## src/rtl/sub_serial.sv

```systemverilog
// +--------------------------------------------------------------------------+
// | Module      : sub_serial                                                 |
// | Description : Bit-serial 8-bit subtractor. Captures a and b on a start   |
// |               request, produces a - b LSB-first over eight cycles, and   |
// |               holds the result with its borrow-out until acknowledged.   |
// |               Optional signed-overflow flag under macro                  |
// |               SUB_SERIAL_OVF_EN; without it the ovf port is tied to 0.   |
// | Revision    : 1.0 - initial release                                      |
// +--------------------------------------------------------------------------+
`default_nettype none

module sub_serial #(
   parameter logic [1:0] IDLE = 2'd0,
   parameter logic [1:0] SUB  = 2'd1,
   parameter logic [1:0] DONE = 2'd2
) (
   input  logic       clk,
   input  logic       rst,
   input  logic       en,
   input  logic [7:0] a,
   input  logic [7:0] b,
   output logic [7:0] out,
   output logic       borrow,
   output logic       done,
   output logic       ovf
);

   typedef enum logic [1:0] {
      ST_IDLE = IDLE,
      ST_SUB  = SUB,
      ST_DONE = DONE
   } state_t;

   state_t     state;
   logic [7:0] a_reg;
   logic [7:0] b_reg;
   logic [2:0] count;
   logic       d;

   // Difference bit for the current position, using the running borrow
   assign d = a_reg[0] ^ b_reg[0] ^ borrow;

   // done is decoded straight from state so it drops the instant reset hits
   assign done = (state == ST_DONE);

   // Control FSM and serial datapath; reset clears everything asynchronously
   always_ff @(posedge clk or posedge rst) begin
      if (rst) begin
         state  <= ST_IDLE;
         out    <= 8'd0;
         borrow <= 1'b0;
         a_reg  <= 8'd0;
         b_reg  <= 8'd0;
         count  <= 3'd0;
`ifdef SUB_SERIAL_OVF_EN
         ovf    <= 1'b0;
`endif
      end else begin
         case (state)
            ST_IDLE: begin
               if (en) begin
                  a_reg  <= a;
                  b_reg  <= b;
                  out    <= 8'd0;
                  borrow <= 1'b0;
                  count  <= 3'd0;
`ifdef SUB_SERIAL_OVF_EN
                  ovf    <= 1'b0;
`endif
                  state  <= ST_SUB;
               end
            end
            ST_SUB: begin
               out    <= {d, out[7:1]};
               borrow <= (~a_reg[0] & b_reg[0]) |
                         (~(a_reg[0] ^ b_reg[0]) & borrow);
               a_reg  <= a_reg >> 1;
               b_reg  <= b_reg >> 1;
               count  <= count + 3'd1;
               if (count == 3'd7) begin
`ifdef SUB_SERIAL_OVF_EN
                  // Last bit: a_reg[0]/b_reg[0] are the operand sign bits
                  ovf   <= (a_reg[0] ^ b_reg[0]) & (d ^ a_reg[0]);
`endif
                  state <= ST_DONE;
               end
            end
            ST_DONE: begin
               if (en) begin
                  state <= ST_IDLE;
               end
            end
            default: begin
               state <= ST_IDLE;
            end
         endcase
      end
   end

`ifndef SUB_SERIAL_OVF_EN
   assign ovf = 1'b0;
`endif

endmodule

`default_nettype wire
```

## config.mk

```make
export PLATFORM = sky130hd
export DESIGN_NAME = sub_serial
export DESIGN_NICKNAME = d
export VERILOG_FILES = /design/src/rtl/sub_serial.sv
export SDC_FILE = /design/constraint.sdc
export NUM_CORES = 1
export LEC_CHECK = 0
export BUFFER_PORTS_ARGS = -buffer_cell sky130_fd_sc_hd__clkbuf_2
export CORE_UTILIZATION = 45
export DETAILED_ROUTE_END_ITERATION = 16
export PLACE_DENSITY = 0.74
export SETUP_SLACK_MARGIN = 0.05
export SLEW_MARGIN = 20
export SYNTH_ARGS = -nofsm -noshare
export SYNTH_HDL_FRONTEND = slang
export SYNTH_SLANG_ARGS = --single-unit
```

## constraint.sdc

```tcl
create_clock -name clk -period 1.7 [get_ports clk]
set_input_delay 0.085 -clock clk [delete_from_list [all_inputs] [get_ports clk]]
set_output_delay 0.085 -clock clk [all_outputs]
set_load 0.02 [all_outputs]
```

==> run metrics, run 1 <==
outcome=complete, no violations; worst setup path start=state[1]; Avg Cell Area, Syn=11.8 um^2; Residual DRC=0; via count=1,067; Hold WC Path Type=primary input to flip-flop; Inserted Diodes=0; Row Count=20; endpoints failing hold=0; Worst EP required=1.62 ns; Post-CTS Setup Bufs=0; Syn Nets=147; critical path arrival=1.48 ns; clk sinks=30; slew margin rel.=55.2%; Final Cycle Share=91.8%; Max Slew Vio Count=0; Die Y=59.2 um; starting density of the core=47.8%; grt met2 use=26.3%; synth warn=0; Worst Setup EP=done; Max clock buf depth=2; clk root buf=clkbuf_4; CTS tree=yes; io pins=30; setup_tns=0 ns; layout cells sized above 1=30.8%; Synth Area in Adders=3.06%; Synth Area in XOR/XNOR=0%; sequential area share after synthesis=51.0%; first-pass GRT wire length=4.49 mm; Worst-Margin Slew=0.671 ns; R2R cell count=3; area of the multi-input gates=581 um^2; die area=3500 um^2; Startpoint Class=flip-flop; mux share of post-synthesis cell area=0.765%; Netlist cell types=21; main combinational cell family by area after synthesis=compound AO/OA/AOI/OAI gates; post-cts sizing count=0; max cap viols=0; Total GRT Usage=17.8%; compound-gate portion of the synthesized area=19.6%; WL per Instance=13.9 um; GRT met1 Usage=24.2%; core area=3080 um^2; synthesized cell area=1470 um^2; area delta synth->final=15.5%; flop-to-flop setup slack=0.23 ns; Peak supply drop=583 uV; Mapped Cells=125; reg2reg end=b_reg[7]; number of DRC markers in iteration 0=21; Final Setup Violations=0; DRT Pass-1 Iters=4; RePlAce Congestion=0.750; Fmax=0.641 GHz; vias in the first global route=963; fin nets=178; Seq. cell area=751 um^2; Min Hold Slack=0.100 ns; Tot Pwr=2.94 mW; Worst Skew=0.00240 ns; Post-DRT Antenna Nets=0; total routed wirelength=2.77 mm; dpl hpwl=1.78 mm; CTS buffer count=5; Clk Latency, worst-skew pair=0.33 ns; Leak=0.813 nW; grt peak-use layer=met2; largest net degree at the start of global routing=31; FF+latch count, synth=30; CTS H-tree lvls=2; CP max FO=20; Final Critical Period=1.56 ns; Setup crit end kind=output port; RSZ-0062 raised after global routing=no; Clk pin slew, worst setup/hold paths=0.08 ns; Simple-Gate Fraction of Synth Area=14.9%; filler instances=278; chip width=59.2 um; overflow left after global routing=0; initial antenna violation count=0; routing usage on met3=6.77%; WS Path Type=flip-flop to output port; Pwr Density=1730 nW/um^2; Crit Reg-Reg Startpoint=state[0]; Avg Vias per Cell=5.34; input/output buffers=28
-- layout make-up --
type | instances | share of cell area, %
sequential | 30 | 44.2
inverter | 16 | 3.53
clock buffer | 7 | 2.65
timing repair buffer | 36 | 12.2
multi-input combinational | 67 | 34.2
tap | 44 | 3.24
-- kinds of logic (layout without fill, tap and decap cells) --
| family | after synthesis | in the layout |
|---|---|---|
| flip-flops | 30 | 30 |
| multiplexers | 1 | 1 |
| AO/OA/AOI/OAI | 30 | 31 |
| buffers and inverters | 29 | 59 |
| other | 1 | 1 |
| adder cells (fa/ha/maj) | 3 | 3 |
| AND/OR/NAND/NOR | 31 | 31 |
-- cell usage after synthesis --
library cell / count / share of area [%]
nor4b_2: 3 / 3.1
fa_1: 1 / 1.4
nand2b_1: 2 / 0.85
buf_6: 4 / 3.1
buf_4: 2 / 1.0
a221oi_2: 3 / 3.1
mux2_2: 1 / 0.77
o21bai_4: 1 / 1.3
dfrtp_1: 30 / 51
conb_1: 1 / 0.25
nor2_1: 12 / 3.1
a21oi_1: 1 / 0.34
a22o_1: 14 / 8.3
nor3b_1: 1 / 0.51
a221oi_1: 11 / 6.5
nor2b_1: 2 / 0.85
buf_1: 1 / 0.25
buf_2: 6 / 2.0
nor4b_1: 11 / 6.5
ha_1: 2 / 1.7
inv_1: 16 / 4.1
-- worst min path at each step --
stage | startpoint | end | slack, ns | cells after the start
after floorplan | rst | a_reg[0] | 0.18 | 1
after global placement | rst | a_reg[2] | 0.15 | 3
after detailed placement | rst | a_reg[3] | 0.16 | 3
after CTS | b[5] | b_reg[5] | 0.10 | 3
after global routing | b[5] | b_reg[5] | 0.12 | 3
final | b[5] | b_reg[5] | 0.10 | 3
-- critical path, stage by stage, from the launching register on --
cell and delay, ns:
dfrtp_1 0.38, buf_4 0.19, buf_4 0.25, nor2b_1 0.16
clkbuf_2 0.17
-- report_power, final --
part | internal [mW] | leakage, nW | switching (mW) | total [mW]
Sequential | 1.04 | 0.366 | 0.184 | 1.22
Clock | 0.155 | 0.0254 | 0.229 | 0.385
Combinational | 0.591 | 0.421 | 0.740 | 1.33
Total | 1.78 | 0.813 | 1.15 | 2.94
-- metal layers --
metal	vias up	part of all wire [%]
met5	-	0
met4	0	0.97
met3	2	4.3
met2	23	49
met1	530	46
li1	512	-
-- repair_timing --
action / CTS / global route
hold buffers: 3 / 0
endpoints found under the hold margin: 32 / 0
endpoints found under the setup margin: 0 / 11
-- cell usage in the layout, fill, tap and decap left out, types with 3 or more instances in the layout --
master / n
dfrtp_1: 30
clkbuf_2: 28
buf_4: 5
a22o_1: 14
clkbuf_4: 5
a221oi_1: 11
nor2_1: 12
nor4b_1: 11
nor4b_2: 3
inv_1: 16
dlygate4sd3_1: 3
a221oi_2: 3
-- through the flow --
stage	setup slack, ns	std cells	area (um^2)	util (%)
6_report	0.139	200	1700	55.2
3_3_place_gp	0.197	189	1610	52.3
5_1_grt	0.0745	200	1700	55.2
2_1_floorplan	0.354	125	1470	-
4_1_cts	0.123	199	1690	54.8
3_5_place_dp	0.137	189	1610	52.3
Power figures use the tool's default switching activity.
==> run 2: changes to the inputs <==
--- a/config.mk
+++ b/config.mk
@@ -5,6 +5,7 @@
 export SDC_FILE = /design/constraint.sdc
 export NUM_CORES = 1
 export LEC_CHECK = 0
+export ABC_AREA = 1
 export BUFFER_PORTS_ARGS = -buffer_cell sky130_fd_sc_hd__clkbuf_2
 export CORE_UTILIZATION = 45
 export DETAILED_ROUTE_END_ITERATION = 16
==> run 2 against run 1 <==
Synthesized area fell by 0.77%. Worst hold slack got worse by 0.088 ns. Cell count rose by 36%. Global-route usage rose by 0.49 points. Setup slack improved by 0.19 ns. Clock skew rose by 0.0036 ns. First-iteration DRC count rose by 150%. Combinational power barely moved. Critical endpoint is now count[0]. Largest cell class unchanged. Critical path depth did not move.
==> run metrics, run 2 <==
outcome=complete, no violations; post-synth top area share=51.4%; max cap viols=0; Clk Latency, worst-skew pair=0.32 ns; synth warn=0; setup_tns=0 ns; input/output buffers=28; Worst EP required=1.95 ns; Crit path largest cell delay=0.58 ns; CTS tree=yes; Inserted Diodes=0; endpoints failing hold=0; overflow left after global routing=0; wire length on met3=112 um; clk sinks=30; Netlist cell types=17; Post-DRT Antenna Nets=0; Top Layer Used=met4; filler instances=308; Inst Count DP=262; Pwr Density=1740 nW/um^2; post-route insts no fill=271; synthesized cell area=1460 um^2; via count=1,243; Total GRT Usage=18.3%; FFs w/ async S/R, synth=100%; commonest non-fill, non-tap cell in the layout=nand2_1; area delta synth->final=17.5%; area leader, netlist=dfrtp_1; Mapped Cells=191; dpl ws=0.371 ns; Crit Reg-Reg Startpoint=state[0]; Worst Hold Launch=a[7]; CTS buffer count=5; core area=3080 um^2; Row Count=20; first-pass GRT wire length=4.63 mm; final non-filler cell area=1720 um^2; Max Slew Vio Count=0; chip width=59.0 um; Post-synth top flop=dfrtp_1; Hold EP=a_reg[7]; Tot Pwr=2.99 mW; CTS H-tree lvls=2; worst path buffer plus inverter count=1; RSZ-0062 raised after global routing=no; CP Cell Sequence=inv_1, nor2_2, nor2_1, a21oi_1; FF+latch count, synth=30; WS Path Type=flip-flop to flip-flop; Final Critical Period=1.37 ns; Startpoint Class=flip-flop; post-cts sizing count=0; Max clock buf depth=2; Residual DRC=0; Peak supply drop=798 uV; dpl cell area=1650 um^2; Hold WC Path Type=primary input to flip-flop; Final Cycle Share=80.8%; synth top area cells=dfrtp_1 51%, nand2_1 21%, inv_1 9.5%; Worst Skew=0.00600 ns; final setup margin=0.326 ns; Post-synth EDFFs=0; Syn Nets=213; number of DRC markers in iteration 0=52; most frequent cells in the layout=80 x nand2_1, 37 x inv_1, 30 x dfrtp_1; fin nets=249; largest net degree at the start of global routing=31; Clk pin slew, worst setup/hold paths=0.09 ns; critical path arrival=1.62 ns; most frequent cell after synthesis=nand2_1; Final Setup Violations=0; flop-to-flop setup slack=0.33 ns; starting density of the core=47.4%; Fmax=0.728 GHz; die area=3480 um^2; io pins=30; metal1 wirelength=1.34 mm; Leak=1.02 nW; dpl hpwl=1.91 mm; Slowest cell on crit path=dfrtp_1; Die Y=59.0 um; R2R cell count=4; RePlAce Congestion=0.784; WHS Path Cells=3; layout cells sized above 1=19.4%; Met2 Wirelength=1.23 mm; Setup crit end kind=flip-flop; initial antenna violation count=0; total routed wirelength=2.73 mm; Seq. cell area=751 um^2; CP max FO=12; Worst path top cell family by delay=flip-flops; reg2reg end=count[0]; sequential area share after synthesis=51.4%; Avg Vias per Cell=4.59; area of the multi-input gates=520 um^2; clk root buf=clkbuf_4; Avg Cell Area, Syn=7.64 um^2; CP Depth=4; DRT Pass-1 Iters=4; synth cell count leaders=80 x nand2_1, 37 x inv_1, 30 x dfrtp_1; vias in the first global route=1,123; WL per Instance=10.1 um
[run 2: cell types whose count changed after synthesis, moves of 5 or more]
| cell | before | now |
|---|---|---|
| buf_2 | 6 | 1 |
| nand3_1 | 0 | 15 |
| a22o_1 | 14 | 0 |
| nor4b_1 | 11 | 0 |
| nor2_1 | 12 | 2 |
| inv_1 | 16 | 37 |
| o21ai_0 | 0 | 10 |
| a221oi_1 | 11 | 0 |
| nand2_1 | 0 | 80 |
[run 2: metrics by stage]
step / hold slack (ns) / utilization, %
finish: 0.0126 / 55.7
global placement: 0.155 / 53.6
floorplan: 0.176 / -
CTS: 0.0209 / 55.7
global route: 0.0198 / 55.7
detailed placement: 0.162 / 53.6
[run 2: logic make-up (layout without fill, tap and decap cells)]
| group | count (synthesis) | after routing | synth area share [%] |
|---|---|---|---|
| simple gates | 101 | 101 | 27.9 |
| buf+inv | 44 | 80 | 12.9 |
| flops | 30 | 30 | 51.4 |
| compound gates | 12 | 12 | 4.37 |
| fa+ha+maj | 3 | 3 | 3.08 |
| other cells | 1 | 1 | 0.257 |
[run 2: worst max path at each step]
stage / slack, ns / to / from
2_1_floorplan: 0.50 / out[7] / borrow
3_3_place_gp: 0.43 / out[1] / state[0]
3_5_place_dp: 0.37 / count[0] / state[0]
4_1_cts: 0.35 / count[0] / state[0]
5_1_grt: 0.24 / count[0] / state[0]
6_report: 0.33 / count[0] / state[0]
[run 2: timing repair]
item	in CTS	in global routing
setup endpoints to repair	0	0
hold endpoints to repair	31	0
setup buffers	0	0
hold buffers	2	0
[run 2: routing by layer]
metal | GRT usage, % | vias up
met5 | 0 | -
met4 | 9.52 | 0
met3 | 4.84 | 5
met2 | 28.2 | 26
met1 | 23.5 | 578
li1 | - | 634
[run 2: worst register-to-register path, stage by stage (launching register included)]
cell     delay (ns)
dfrtp_1        0.58
inv_1          0.12
nor2_2         0.35
nor2_1         0.08
a21oi_1        0.16
[run 2: final cells by class]
class	count	area share (%)
clock buffers	7	2.63
inverters	37	8.10
multi-input cells	117	30.3
flip-flops and latches	30	43.8
well taps	44	3.21
repair buffers	36	12.0
[run 2: where the power goes]
part | switching (mW) | internal (mW) | total (mW) | leakage, nW
sequential | 0.224 | 1.05 | 1.27 | 0.374
combinational | 0.838 | 0.491 | 1.33 | 0.623
clock | 0.228 | 0.156 | 0.384 | 0.0254
==> run 3: changes to the inputs <==
--- a/config.mk
+++ b/config.mk
@@ -5,7 +5,7 @@
 export SDC_FILE = /design/constraint.sdc
 export NUM_CORES = 1
 export LEC_CHECK = 0
-export ABC_AREA = 1
+export ABC_AREA = 0
 export BUFFER_PORTS_ARGS = -buffer_cell sky130_fd_sc_hd__clkbuf_2
 export CORE_UTILIZATION = 45
 export DETAILED_ROUTE_END_ITERATION = 16
==> constraint.sdc (replaced) <==
create_clock -name clk -period 1.3 [get_ports clk]
set_input_delay 0.065 -clock clk [delete_from_list [all_inputs] [get_ports clk]]
set_output_delay 0.065 -clock clk [all_outputs]
set_load 0.02 [all_outputs]
==> run 3 against run 2 <==
Fmax up 0.48%. Largest power group unchanged. Die area increased by 0.75%. Sequential share of layout area decreased by 6.6 points. Setup slack got worse by 0.39 ns. First-iteration DRC count unchanged. Critical endpoint is now a_reg[0]. Combinational power is 76% higher. The flow now finishes with violations (negative setup slack).
==> run metrics, run 3 (same netlist as run 1, synthesis figures left out) <==
outcome=finished with violations; failing checks=negative setup slack; Die Y=59.2 um; starting density of the core=47.8%; Avg Vias per Cell=5.61; die area=3500 um^2; Worst Skew=0.00643 ns; RePlAce Congestion=0.736; clk root buf=clkbuf_4; io pins=30; flop-to-flop setup slack=-0.07 ns; Final Cycle Share=105%; WL per Instance=17.9 um; chip width=59.2 um; Fmax=0.731 GHz; DRT Pass-1 Iters=5; CTS tree=yes; Inserted Diodes=0; final setup margin=-0.0675 ns; Final Setup Violations=11; post-route insts no fill=213; clk sinks=30; max cap viols=0; total routed wirelength=3.81 mm; WHS Path Cells=3; number of DRC markers in iteration 0=52; Post-DRT Antenna Nets=0; Clk pin slew, worst setup/hold paths=0.09 ns; most frequent cells in the layout=29 x dfrtp_1, 27 x clkbuf_2, 16 x inv_1; Max clock buf depth=2; vias in the first global route=1,204; setup_tns=-0.338 ns; layout cells sized above 1=49.1%; first-pass GRT wire length=5.78 mm; Leak=0.949 nW; Residual DRC=0; dpl ws=-0.311 ns; Peak supply drop=964 uV; Worst Hold Launch=b[4]; fin nets=190; Hold WC Path Type=primary input to flip-flop; area delta synth->final=37.4%; largest net degree at the start of global routing=21; overflow left after global routing=0; CP max FO=7; Pwr Density=2260 nW/um^2; Hold EP=b_reg[4]; Clk Latency, worst-skew pair=0.34 ns; Setup crit end kind=flip-flop; Total GRT Usage=23.1%; CTS buffer count=5; filler instances=236; reg2reg end=a_reg[0]; Crit Reg-Reg Startpoint=state[1]; dpl hpwl=2.01 mm; critical path arrival=1.61 ns; Max Slew Vio Count=0; core area=3080 um^2; commonest non-fill, non-tap cell in the layout=dfrtp_1; Row Count=20; RSZ-0062 raised after global routing=yes; Final Critical Period=1.37 ns; Startpoint Class=flip-flop; input/output buffers=28; CTS H-tree lvls=2; via count=1,194; Worst EP required=1.54 ns; initial antenna violation count=0; endpoints failing hold=0; WS Path Type=flip-flop to flip-flop; Inst Count DP=192; R2R cell count=4
run 3: cell types whose count changed in the layout (fill, tap and decap cells not counted), moves of 10 or more:
| cell | previous run | this run |
|---|---|---|
| a221oi_2 | 0 | 12 |
| a22o_1 | 0 | 14 |
| inv_1 | 37 | 16 |
| nand2_1 | 80 | 0 |
| nand3_1 | 15 | 0 |
| nor2_1 | 2 | 12 |
| o21ai_0 | 10 | 0 |
run 3: final cells by class:
| cell class | instances | area (um^2) | share of cell area, % |
|---|---|---|---|
| inverter | 16 | 60.1 | 2.97 |
| clock buffer | 7 | 55.1 | 2.72 |
| multi-input combinational | 69 | 795 | 39.3 |
| tap | 44 | 55.1 | 2.72 |
| timing repair buffer | 46 | 300 | 14.9 |
| clock inverter | 1 | 5.00 | 0.248 |
| sequential | 30 | 752 | 37.2 |
run 3: worst max-delay path by stage:
stage                         from        to  slack, ns  cells past startpoint
after floorplan             borrow    out[7]       0.04                      3
after CTS                 state[1]      done      -0.06                      4
after global placement    state[0]  a_reg[1]      -0.17                      3
final                     state[1]  a_reg[0]      -0.07                      4
after global routing      state[1]  a_reg[0]      -0.10                      4
after detailed placement  state[0]  b_reg[2]      -0.31                      2
run 3: where the power goes:
part | internal, mW | switching [mW] | leakage (nW)
sequential | 1.36 | 0.274 | 0.365
combinational | 1.05 | 1.29 | 0.549
clock | 0.262 | 0.331 | 0.0353
run 3: layer usage:
layer / routed length [um] / up-vias / GRT usage, %
met5: 0 / - / 0
met4: 84 / 0 / 10.2
met3: 126 / 7 / 6.11
met2: 1930 / 35 / 36.3
met1: 1660 / 598 / 30.1
li1: - / 554 / -
run 3: per-stage QoR:
stage / area [um^2] / total power, mW / utilization, % / hold slack, ns
CTS: 1880 / 4.23 / 61.2 / 0.0538
detailed placement: 1630 / 3.37 / 53.1 / 0.0790
floorplan: 1470 / 3.04 / - / 0.156
global placement: 1630 / 3.26 / 53.1 / 0.0768
finish: 2020 / 4.57 / 65.7 / 0.0571
global route: 2020 / 4.87 / 65.7 / 0.0767
run 3: what timing repair did:
item,CTS,global route
setup buffers,6,1
resized for setup,15,21
hold endpoints to repair,13,0
pin swaps,6,7
endpoints found under the setup margin,30,30
cloned,3,0
hold buffers,3,0
run 3: worst max-delay path, cell delays in order (launching register included):
cell,delay (ns)
dfrtp_1,0.43
buf_6,0.15
buf_4,0.14
o21bai_4,0.23
a221oi_1,0.32
